[src/rtl/eh2_exu_mul_arb.sv]
// Two-thread arbiter and in-flight tracker for the shared pipelined multiplier.
// Ports: clk/rst_l, per-thread req_*/req_ready/flush, mul_* issue, mul_out in, res_* out.
module eh2_exu_mul_arb #(
  parameter int TAG_W   = 5,
  parameter int LAT     = 3,
  parameter int MAX_OUT = 2
) (
  input  logic                 clk,
  input  logic                 rst_l,
  input  logic [1:0]           req_valid,
  input  logic [63:0]          req_a,
  input  logic [63:0]          req_b,
  input  logic [1:0]           req_rs1_sign,
  input  logic [1:0]           req_rs2_sign,
  input  logic [1:0]           req_low,
  input  logic [2*TAG_W-1:0]   req_tag,
  output logic [1:0]           req_ready,
  input  logic [1:0]           flush,
  output logic                 mul_valid,
  output logic [31:0]          mul_a,
  output logic [31:0]          mul_b,
  output logic                 mul_rs1_sign,
  output logic                 mul_rs2_sign,
  output logic                 mul_low,
  input  logic [31:0]          mul_out,
  output logic                 res_valid,
  output logic                 res_tid,
  output logic [TAG_W-1:0]     res_tag,
  output logic [31:0]          res_data
);

  localparam int CW = $clog2(MAX_OUT + 1);
  localparam logic [CW-1:0] CMAX = CW'(MAX_OUT);

  logic                r_last;
  logic [CW-1:0]       r_cnt [2];
  logic [LAT:1]        r_v;
  logic [LAT:1]        r_tid;
  logic [TAG_W-1:0]    r_tag [1:LAT];

  logic [1:0]          w_elig;
  logic [1:0]          w_gnt;
  logic                w_gtid;
  logic [TAG_W-1:0]    w_gtag;
  logic                w_res_valid;
  logic [1:0]          w_dec;

  always_comb begin
    for (int t = 0; t < 2; t++) begin
      w_elig[t] = req_valid[t] & ~flush[t] & (r_cnt[t] < CMAX) & rst_l;
    end
    w_gnt = w_elig;
    // On a tie the thread that did not win last time goes first.
    if (&w_elig) begin
      w_gnt = r_last ? 2'b01 : 2'b10;
    end
  end

  assign w_gtid    = w_gnt[1];
  assign w_gtag    = w_gtid ? req_tag[2*TAG_W-1:TAG_W] : req_tag[TAG_W-1:0];
  assign req_ready = w_gnt;

  assign mul_valid    = |w_gnt;
  assign mul_a        = w_gtid ? req_a[63:32] : req_a[31:0];
  assign mul_b        = w_gtid ? req_b[63:32] : req_b[31:0];
  assign mul_rs1_sign = req_rs1_sign[w_gtid];
  assign mul_rs2_sign = req_rs2_sign[w_gtid];
  assign mul_low      = req_low[w_gtid];

  // Last stage can still hold stale valids in the reset cycle itself.
  assign w_res_valid = rst_l & r_v[LAT] & ~flush[r_tid[LAT]];
  assign res_valid   = w_res_valid;
  assign res_tid     = r_tid[LAT];
  assign res_tag     = r_tag[LAT];
  assign res_data    = mul_out;

  always_comb begin
    for (int t = 0; t < 2; t++) begin
      w_dec[t] = w_res_valid & (r_tid[LAT] == t[0]);
    end
  end

  always_ff @(posedge clk) begin
    if (!rst_l) begin
      r_last <= 1'b1;
    end else if (|w_gnt) begin
      r_last <= w_gtid;
    end
  end

  // Stage valids: flushed threads are killed as they shift.
  always_ff @(posedge clk) begin
    if (!rst_l) begin
      r_v <= '0;
    end else begin
      r_v[1] <= |w_gnt;
      for (int k = 2; k <= LAT; k++) begin
        r_v[k] <= r_v[k-1] & ~flush[r_tid[k-1]];
      end
    end
  end

  always_ff @(posedge clk) begin
    r_tid[1] <= w_gtid;
    r_tag[1] <= w_gtag;
    for (int k = 2; k <= LAT; k++) begin
      r_tid[k] <= r_tid[k-1];
      r_tag[k] <= r_tag[k-1];
    end
  end

  always_ff @(posedge clk) begin
    for (int t = 0; t < 2; t++) begin
      if (!rst_l || flush[t]) begin
        r_cnt[t] <= '0;
      end else begin
        case ({w_gnt[t], w_dec[t]})
          2'b10:   r_cnt[t] <= r_cnt[t] + CW'(1);
          2'b01:   r_cnt[t] <= r_cnt[t] - CW'(1);
          default: r_cnt[t] <= r_cnt[t];
        endcase
      end
    end
  end

  always_ff @(posedge clk) begin
    if (rst_l) begin
      for (int t = 0; t < 2; t++) begin
        assert (!(w_gnt[t] && !w_dec[t] && r_cnt[t] == CMAX));
        assert (!(w_dec[t] && !w_gnt[t] && r_cnt[t] == '0));
      end
    end
  end

endmodule
[config.mk]
export PLATFORM = sky130hd
export DESIGN_NAME = eh2_exu_mul_arb
export DESIGN_NICKNAME = d
export VERILOG_FILES = /design/src/rtl/eh2_exu_mul_arb.sv
export SDC_FILE = /design/constraint.sdc
export NUM_CORES = 1
export LEC_CHECK = 0
export CAP_MARGIN = 20
export CORE_AREA = 2 2 114 116
export DETAILED_ROUTE_END_ITERATION = 8
export DIE_AREA = 0 0 116 118
export DONT_BUFFER_PORTS = 1
export GPL_TIMING_DRIVEN = 1
export PLACE_DENSITY = 0.34
export SETUP_SLACK_MARGIN = 0.3
export SLEW_MARGIN = 20
export SYNTH_ARGS = -nofsm -noshare
export SYNTH_HDL_FRONTEND = slang
export SYNTH_SLANG_ARGS = --single-unit
[constraint.sdc]
create_clock -name clk -period 2.89 [get_ports clk]
set_input_delay 0.867 -clock clk [delete_from_list [all_inputs] [get_ports clk]]
set_output_delay 0.867 -clock clk [all_outputs]
set_load 0.05 [all_outputs]
==> flow_summary.json, run 1 <==
{
  "status": "complete, but fails checks",
  "violations": "negative setup slack",
  "ios": 291,
  "fin_skew_ns": 0.00310,
  "fill_cells": 1335,
  "crit_path_end": "mul_a[20]",
  "avgViaCountPerCell": 3.86,
  "grt_pass1_wl_um": 8590,
  "synth_area_per_cell_um2": 12.7,
  "ys_top_cells_by_count": "mux2_4 (60), buf_4 (38), dfxtp_1 (22)",
  "hp-class": "reg2reg",
  "synth_cells": 182,
  "die_h_um": 118,
  "pwr-share-clk_pct": 26.1,
  "wl_um": 6240,
  "max_stage_delay_ns": 0.39,
  "antenna_found_initial": 0,
  "grt_overflow": 0,
  "path_cells": "and4bb_2 -> nor2_4 -> buf_6 -> buf_12 -> buf_12 -> mux2_4",
  "synth_cell_types": 28,
  "final_antenna_net_count": 0,
  "synth.net_count": 367,
  "ctsHoldBuffers": 0,
  "worst_path_max_delay_cell": "mux2_4",
  "nets": 354,
  "min_period_ns": 2.90,
  "pwr-share-seq_pct": 33.3,
  "synth-async-reset-ratio_pct": 0,
  "required_ns": 2.02,
  "hpwl_um": 4340,
  "sw_frac_of_total_pct": 37.8,
  "clock_latency_ns": 0.26,
  "power_switching_uw": 477,
  "power.density_nw_per_um2": 462,
  "cts.sinks": 26,
  "rrSetupSlack_ns": 0.84,
  "grt_max_degree": 15,
  "rsz0062_at_grt": "true",
  "worstSetupStartpointType": "primary input",
  "area_growth_pct": 17.9,
  "setup.worst_path.end_class": "output pin",
  "row_count": 41,
  "drc": 0,
  "cp_common_cell": "buf_12",
  "ir_worst_vdd_uv": 156,
  "hold_viol_final": 0,
  "cts_buffer_depth": 2,
  "arrival_ns": 2.04,
  "maxClockFrequency_mhz": 345,
  "leakage_uw": 0.00112,
  "synth_edf_count": 4,
  "htreeDepth": 1,
  "synth_top_area_share_pct": 38.9,
  "pwr-share-comb_pct": 40.6,
  "synth_seq_cells": 26,
  "vias": 1311,
  "finalCritPeriodShare_pct": 100,
  "final_cells": 340,
  "slew_viol_final": 0,
  "worstRegToRegCells": 6,
  "path_max_fanout": 6,
  "cts_root_buffer": "clkbuf_16",
  "io_buffers": 0,
  "synthFlopType": "dfxtp_1",
  "die_w_um": 116,
  "crit_start": "flush[0]",
  "p_int_uw": 785,
  "grt_pass1_vias": 1428,
  "ys_seq_area_share_pct": 24.2,
  "drtPass1Iterations": 4,
  "cts_tree": "done",
  "clk_pin_slew_ns": 0.06,
  "grt_usage_pct": 8.26,
  "r2r_start": "r_tid[3]$_DFF_P_",
  "avgRoutedWirePerCell_um": 18.4,
  "power_uw": 1260,
  "start_util_pct": 18.7,
  "crit_type": "in2out",
  "synth.most_common_cell": "mux2_4",
  "antenna_cells": 0,
  "setup_viol": 29,
  "timing.rr.end": "r_cnt[1][1]$_SDFFCE_PP0P_",
  "numCtsBuffers": 3,
  "ys_top_cells_by_area": "mux2_4 (39%), dfxtp_1 (19%), buf_4 (12%)",
  "worst_slew_pin_slew_ns": 0.615,
  "die_area_um2": 13700,
  "worst_slack_ns": -0.0126,
  "dpl.cell_count": 318,
  "synth_largest_area_cell": "mux2_4",
  "max_slew_margin_pct": 59.0,
  "yosysWarnings": 0,
  "core_um2": 12400,
  "maxCapViolations": 0,
  "gp_congestion": 0.683,
  "drive_gt1_share_pct": 64.3,
  "syn_area_um2": 2320,
  "first_iter_violations": 42
}
worst min path at each step:
stage,start,endpoint,slack [ns],cells past startpoint
after floorplan,r_tag[0][5]$_DFF_P_,r_tag[0][10]$_DFF_P_,0.31,0
after global placement,r_tag[0][14]$_DFF_P_,r_tag[0][19]$_DFF_P_,0.31,0
after detailed placement,r_tag[0][8]$_DFF_P_,r_tag[0][13]$_DFF_P_,0.31,0
after CTS,r_tag[0][10]$_DFF_P_,r_tag[0][15]$_DFF_P_,0.33,0
after global routing,r_tag[0][9]$_DFF_P_,r_tag[0][14]$_DFF_P_,0.33,0
final,r_tag[0][10]$_DFF_P_,r_tag[0][15]$_DFF_P_,0.32,0
sequential cells by signal, indices dropped and copies added, names as in the netlist:
| signal | flops |
|---|---|
| r_tag | 15 |
| r_cnt | 4 |
| r_tid | 3 |
| r_v | 3 |
| r_last | 1 |
metal layers:
metal | share of wire, % | global-route usage, %
met2 | 51 | 14.1
met4 | 0.56 | 1.19
met1 | 40 | 10.6
met3 | 8.3 | 2.16
met5 | 0 | 0
critical path, delay by kind of cell:
family	cells	cell delay [ns]
buffers and inverters	3	0.40
multiplexers	1	0.39
AND/OR/NAND/NOR	2	0.37
stage by stage:
stage | area (um2) | TNS, ns | utilization (%) | worst slack (ns) | hold slack (ns)
2_1_floorplan | 2340 | 0 | - | 0.0821 | 0.310
3_3_place_gp | 2220 | -0.0868 | 17.9 | -0.0145 | 0.312
3_5_place_dp | 2220 | -0.134 | 17.9 | -0.0212 | 0.312
4_1_cts | 2660 | -0.498 | 21.4 | -0.0175 | 0.327
5_1_grt | 2730 | -1.45 | 22.0 | -0.0392 | 0.332
6_report | 2730 | -0.160 | 22.0 | -0.0126 | 0.323
area by class of cell:
| cell class | count | area [um2] | share of cell area [%] |
|---|---|---|---|
| Clock buffer | 4 | 88.8 | 3.25 |
| Tap cell | 172 | 215 | 7.88 |
| Multi-Input combinational cell | 109 | 1380 | 50.4 |
| Sequential cell | 26 | 561 | 20.5 |
| Timing Repair Buffer | 27 | 483 | 17.7 |
| Inverter | 2 | 7.51 | 0.275 |
cell usage in the layout, fill, tap and decap left out, types with 2 or more instances in the layout:
master	n
dfxtp_1	22
nor2_1	4
ha_1	3
buf_6	4
edfxtp_1	4
or2b_1	2
clkbuf_16	5
xor2_1	2
mux2i_1	3
inv_1	2
buf_4	7
mux2_4	72
nor2b_1	3
and3_1	2
o21ai_0	3
buf_12	5
buf_16	8
power by group through the flow:
| stage | Combinational, uW | Sequential [uW] | Clock [uW] |
|---|---|---|---|
| after floorplan | 585 | 408 | 0 |
| after global placement | 456 | 429 | 0 |
| after detailed placement | 454 | 429 | 0 |
| after CTS | 509 | 421 | 344 |
| after global routing | 530 | 423 | 356 |
| final | 512 | 420 | 330 |
kinds of logic after synthesis:
logic type | count (synthesis) | synth area share (%)
flip-flops | 26 | 24.2
multiplexers | 75 | 46.0
buffers and inverters | 47 | 18.7
adder cells (fa/ha/maj) | 3 | 1.62
AO/OA/AOI/OAI | 7 | 1.84
XOR/XNOR | 3 | 1.13
AND/OR/NAND/NOR | 21 | 6.53
what timing repair did:
| item | in CTS | in global routing |
|---|---|---|
| setup endpoints to repair | 68 | 69 |
| gates resized for setup | 23 | 5 |
| gates cloned | 8 | 2 |
| hold endpoints to repair | 0 | 0 |
| pin swaps | 2 | 2 |
| setup buffers | 7 | 1 |
(Power assumes the default switching activity.)
==> run 2, diff against run 1 <==
--- a/config.mk
+++ b/config.mk
@@ -11,7 +11,6 @@
 export DIE_AREA = 0 0 116 118
 export DONT_BUFFER_PORTS = 1
 export GPL_TIMING_DRIVEN = 1
-export PLACE_DENSITY = 0.34
 export SETUP_SLACK_MARGIN = 0.3
 export SLEW_MARGIN = 20
 export SYNTH_ARGS = -nofsm -noshare
==> constraint.sdc (replaced) <==
create_clock -name clk -period 2.89 [get_ports clk]
set_input_delay 0.867 -clock clk [delete_from_list [all_inputs] [get_ports clk]]
set_output_delay 0.867 -clock clk [all_outputs]
set_load 0.005 [all_outputs]
==> run 2 against run 1 <==
  * Global-route usage up 1.4 points
  * Sequential power shrank 4%
  * Cell area is 3.8% lower
  * Worst hold slack improved by 0.0036 ns
  * Worst setup slack better by 0.091 ns
  * Clock skew decreased by 0.00091 ns
  * Non-clock buffer count decreased by 4
  * Critical path type unchanged
  * The run now ends clean
  * Final cell count shrank 1.2%
  * Die area unchanged
  * Clock power up 7.0%
  * Routed wire length up 15%
==> flow_summary.json, run 2 (synthesis results as in run 1) <==
{
  "fin_tns_setup_ns": 0,
  "grt_usage_pct": 9.63,
  "power.density_nw_per_um2": 381,
  "wl_um": 7190,
  "finalCritPeriodShare_pct": 97.3,
  "max_stage_delay_ns": 0.31,
  "hold_viol_final": 0,
  "status": "finished, final reports clean",
  "met2_usage_pct": 15.6,
  "vias": 1317,
  "cts_tree": "done",
  "rsz0062_at_grt": "true",
  "leakage_uw": 0.00106,
  "largest_register_ffs": 15,
  "r2r_start": "r_cnt[0][1]$_DFFE_PP_",
  "die_area_um2": 13700,
  "first_iter_violations": 48,
  "setup.worst_path.end_class": "output pin",
  "path_delay_family": "buffers and inverters",
  "grt_max_degree": 16,
  "rrSetupSlack_ns": 0.86,
  "critPathBufInv": 3,
  "path_cells": "and4bb_2 -> nor2_4 -> buf_6 -> buf_12 -> buf_16 -> mux2_4",
  "arrival_ns": 1.94,
  "grt_pass1_vias": 1452,
  "core_um2": 12400,
  "fin_util_pct": 21.2,
  "htreeDepth": 1,
  "reg.largest.list": "r_tag x15, r_cnt x4",
  "ctsHoldBuffers": 0,
  "drtPass1Iterations": 3,
  "area_growth_pct": 13.3,
  "holdPathEnd": "r_tag[0][10]$_DFF_P_",
  "min_period_ns": 2.81,
  "ir_worst_vdd_uv": 173,
  "hold_path.startpoint": "r_tag[0][5]$_DFF_P_",
  "antenna_found_initial": 1,
  "setup_viol": 0,
  "hpwl_um": 5500,
  "row_count": 41,
  "mostFrequentLayoutCells": "mux2_4 (64), dfxtp_1 (22), mux2_2 (8)",
  "numCtsBuffers": 3,
  "cts_root_buffer": "clkbuf_16",
  "timing.rr.end": "r_tag[0][8]$_DFF_P_",
  "crit_type": "in2out",
  "met3_usage_pct": 4.69,
  "final_antenna_net_count": 0,
  "slew_viol_final": 0,
  "use_met1_pct": 11.8,
  "clk_pin_slew_ns": 0.06,
  "gp_congestion": 0.790,
  "maxCapViolations": 0,
  "worstSetupStartpointType": "primary input",
  "worst_slew_pin_slew_ns": 0.334,
  "antenna_cells": 0,
  "avgRoutedWirePerCell_um": 21.4,
  "worstRegToRegCells": 9,
  "worst_path_max_delay_cell": "and4bb_2",
  "max_slew_margin_pct": 77.6,
  "clock_latency_ns": 0.25,
  "grt.busiest_layer": "met2",
  "io_buffers": 0,
  "drive_gt1_share_pct": 62.2,
  "maxClockFrequency_mhz": 356,
  "avgViaCountPerCell": 3.92,
  "die_w_um": 116,
  "grt_overflow": 0,
  "start_util_pct": 18.7,
  "path_max_fanout": 6,
  "nets": 350,
  "drc": 0,
  "die_h_um": 118,
  "ios": 291,
  "layout_commonest_cell": "mux2_4",
  "required_ns": 2.02,
  "holdPathStages": 0,
  "cts.sinks": 26,
  "fin_skew_ns": 0.00219,
  "cts_buffer_depth": 2,
  "hp-class": "reg2reg",
  "grt_pass1_wl_um": 9670,
  "largest_register": "r_tag"
}
-- run 2: changes by cell type in the layout (fill, tap and decap cells not counted) --
cell      before  now
a211oi_2       1    0
nor2_1         4    5
mux2_4        72   64
clkbuf_8       1    0
a211oi_1       0    1
buf_8          1    0
buf_6          4    3
nor2_2         1    0
o21ai_1        1    0
buf_16         8    7
mux2_2         0    8
o21ai_0        3    4
-- run 2: how the worst max path moves through the flow --
stage,startpoint,to,slack (ns),cells past startpoint
after floorplan,flush[0],mul_a[0],0.20,5
after global placement,flush[0],mul_b[5],0.007,4
after detailed placement,flush[0],mul_b[8],-0.01,4
after CTS,flush[0],mul_b[3],0.08,5
after global routing,flush[1],mul_b[3],0.04,5
final,flush[0],mul_a[1],0.08,6
-- run 2: cell type report --
class / instances / area (um2)
Sequential cell: 26 / 561
Tap cell: 172 / 215
Fill cell: 1349 / 9790
Timing Repair Buffer: 23 / 404
Multi-Input combinational cell: 109 / 1340
Clock buffer: 4 / 100
Inverter: 2 / 7.51
-- run 2: per-stage QoR --
step	hold slack [ns]	cells	worst slack [ns]	power, uW	cell area [um2]
4_1_cts	0.325	335	0.0767	1010	2590
5_1_grt	0.331	336	0.0353	1050	2630
3_3_place_gp	0.313	312	0.00732	607	2150
6_report	0.326	336	0.0782	1000	2630
3_5_place_dp	0.312	312	-0.0145	608	2150
2_1_floorplan	0.310	182	0.195	632	2320
-- run 2: what timing repair did --
| item | in CTS | in global routing |
|---|---|---|
| buffers inserted | 12 | 0 |
| hold endpoints to repair | 0 | 0 |
| gates cloned | 7 | 1 |
| pin swaps | 1 | 0 |
| endpoints found under the setup margin | 67 | 67 |
| resized for setup | 12 | 2 |
-- run 2: metal layers --
metal,vias up,routed length (um)
met5,-,13
met2,126,3460
met1,619,2760
li1,566,-
met3,4,944
met4,2,14
-- run 2: where the power goes --
part	switching (uW)	internal [uW]	leakage (uW)
Clock	113	240	0.0000493
Sequential	10.0	392	0.000228
Combinational	89.1	158	0.000784
Total	212	789	0.00106
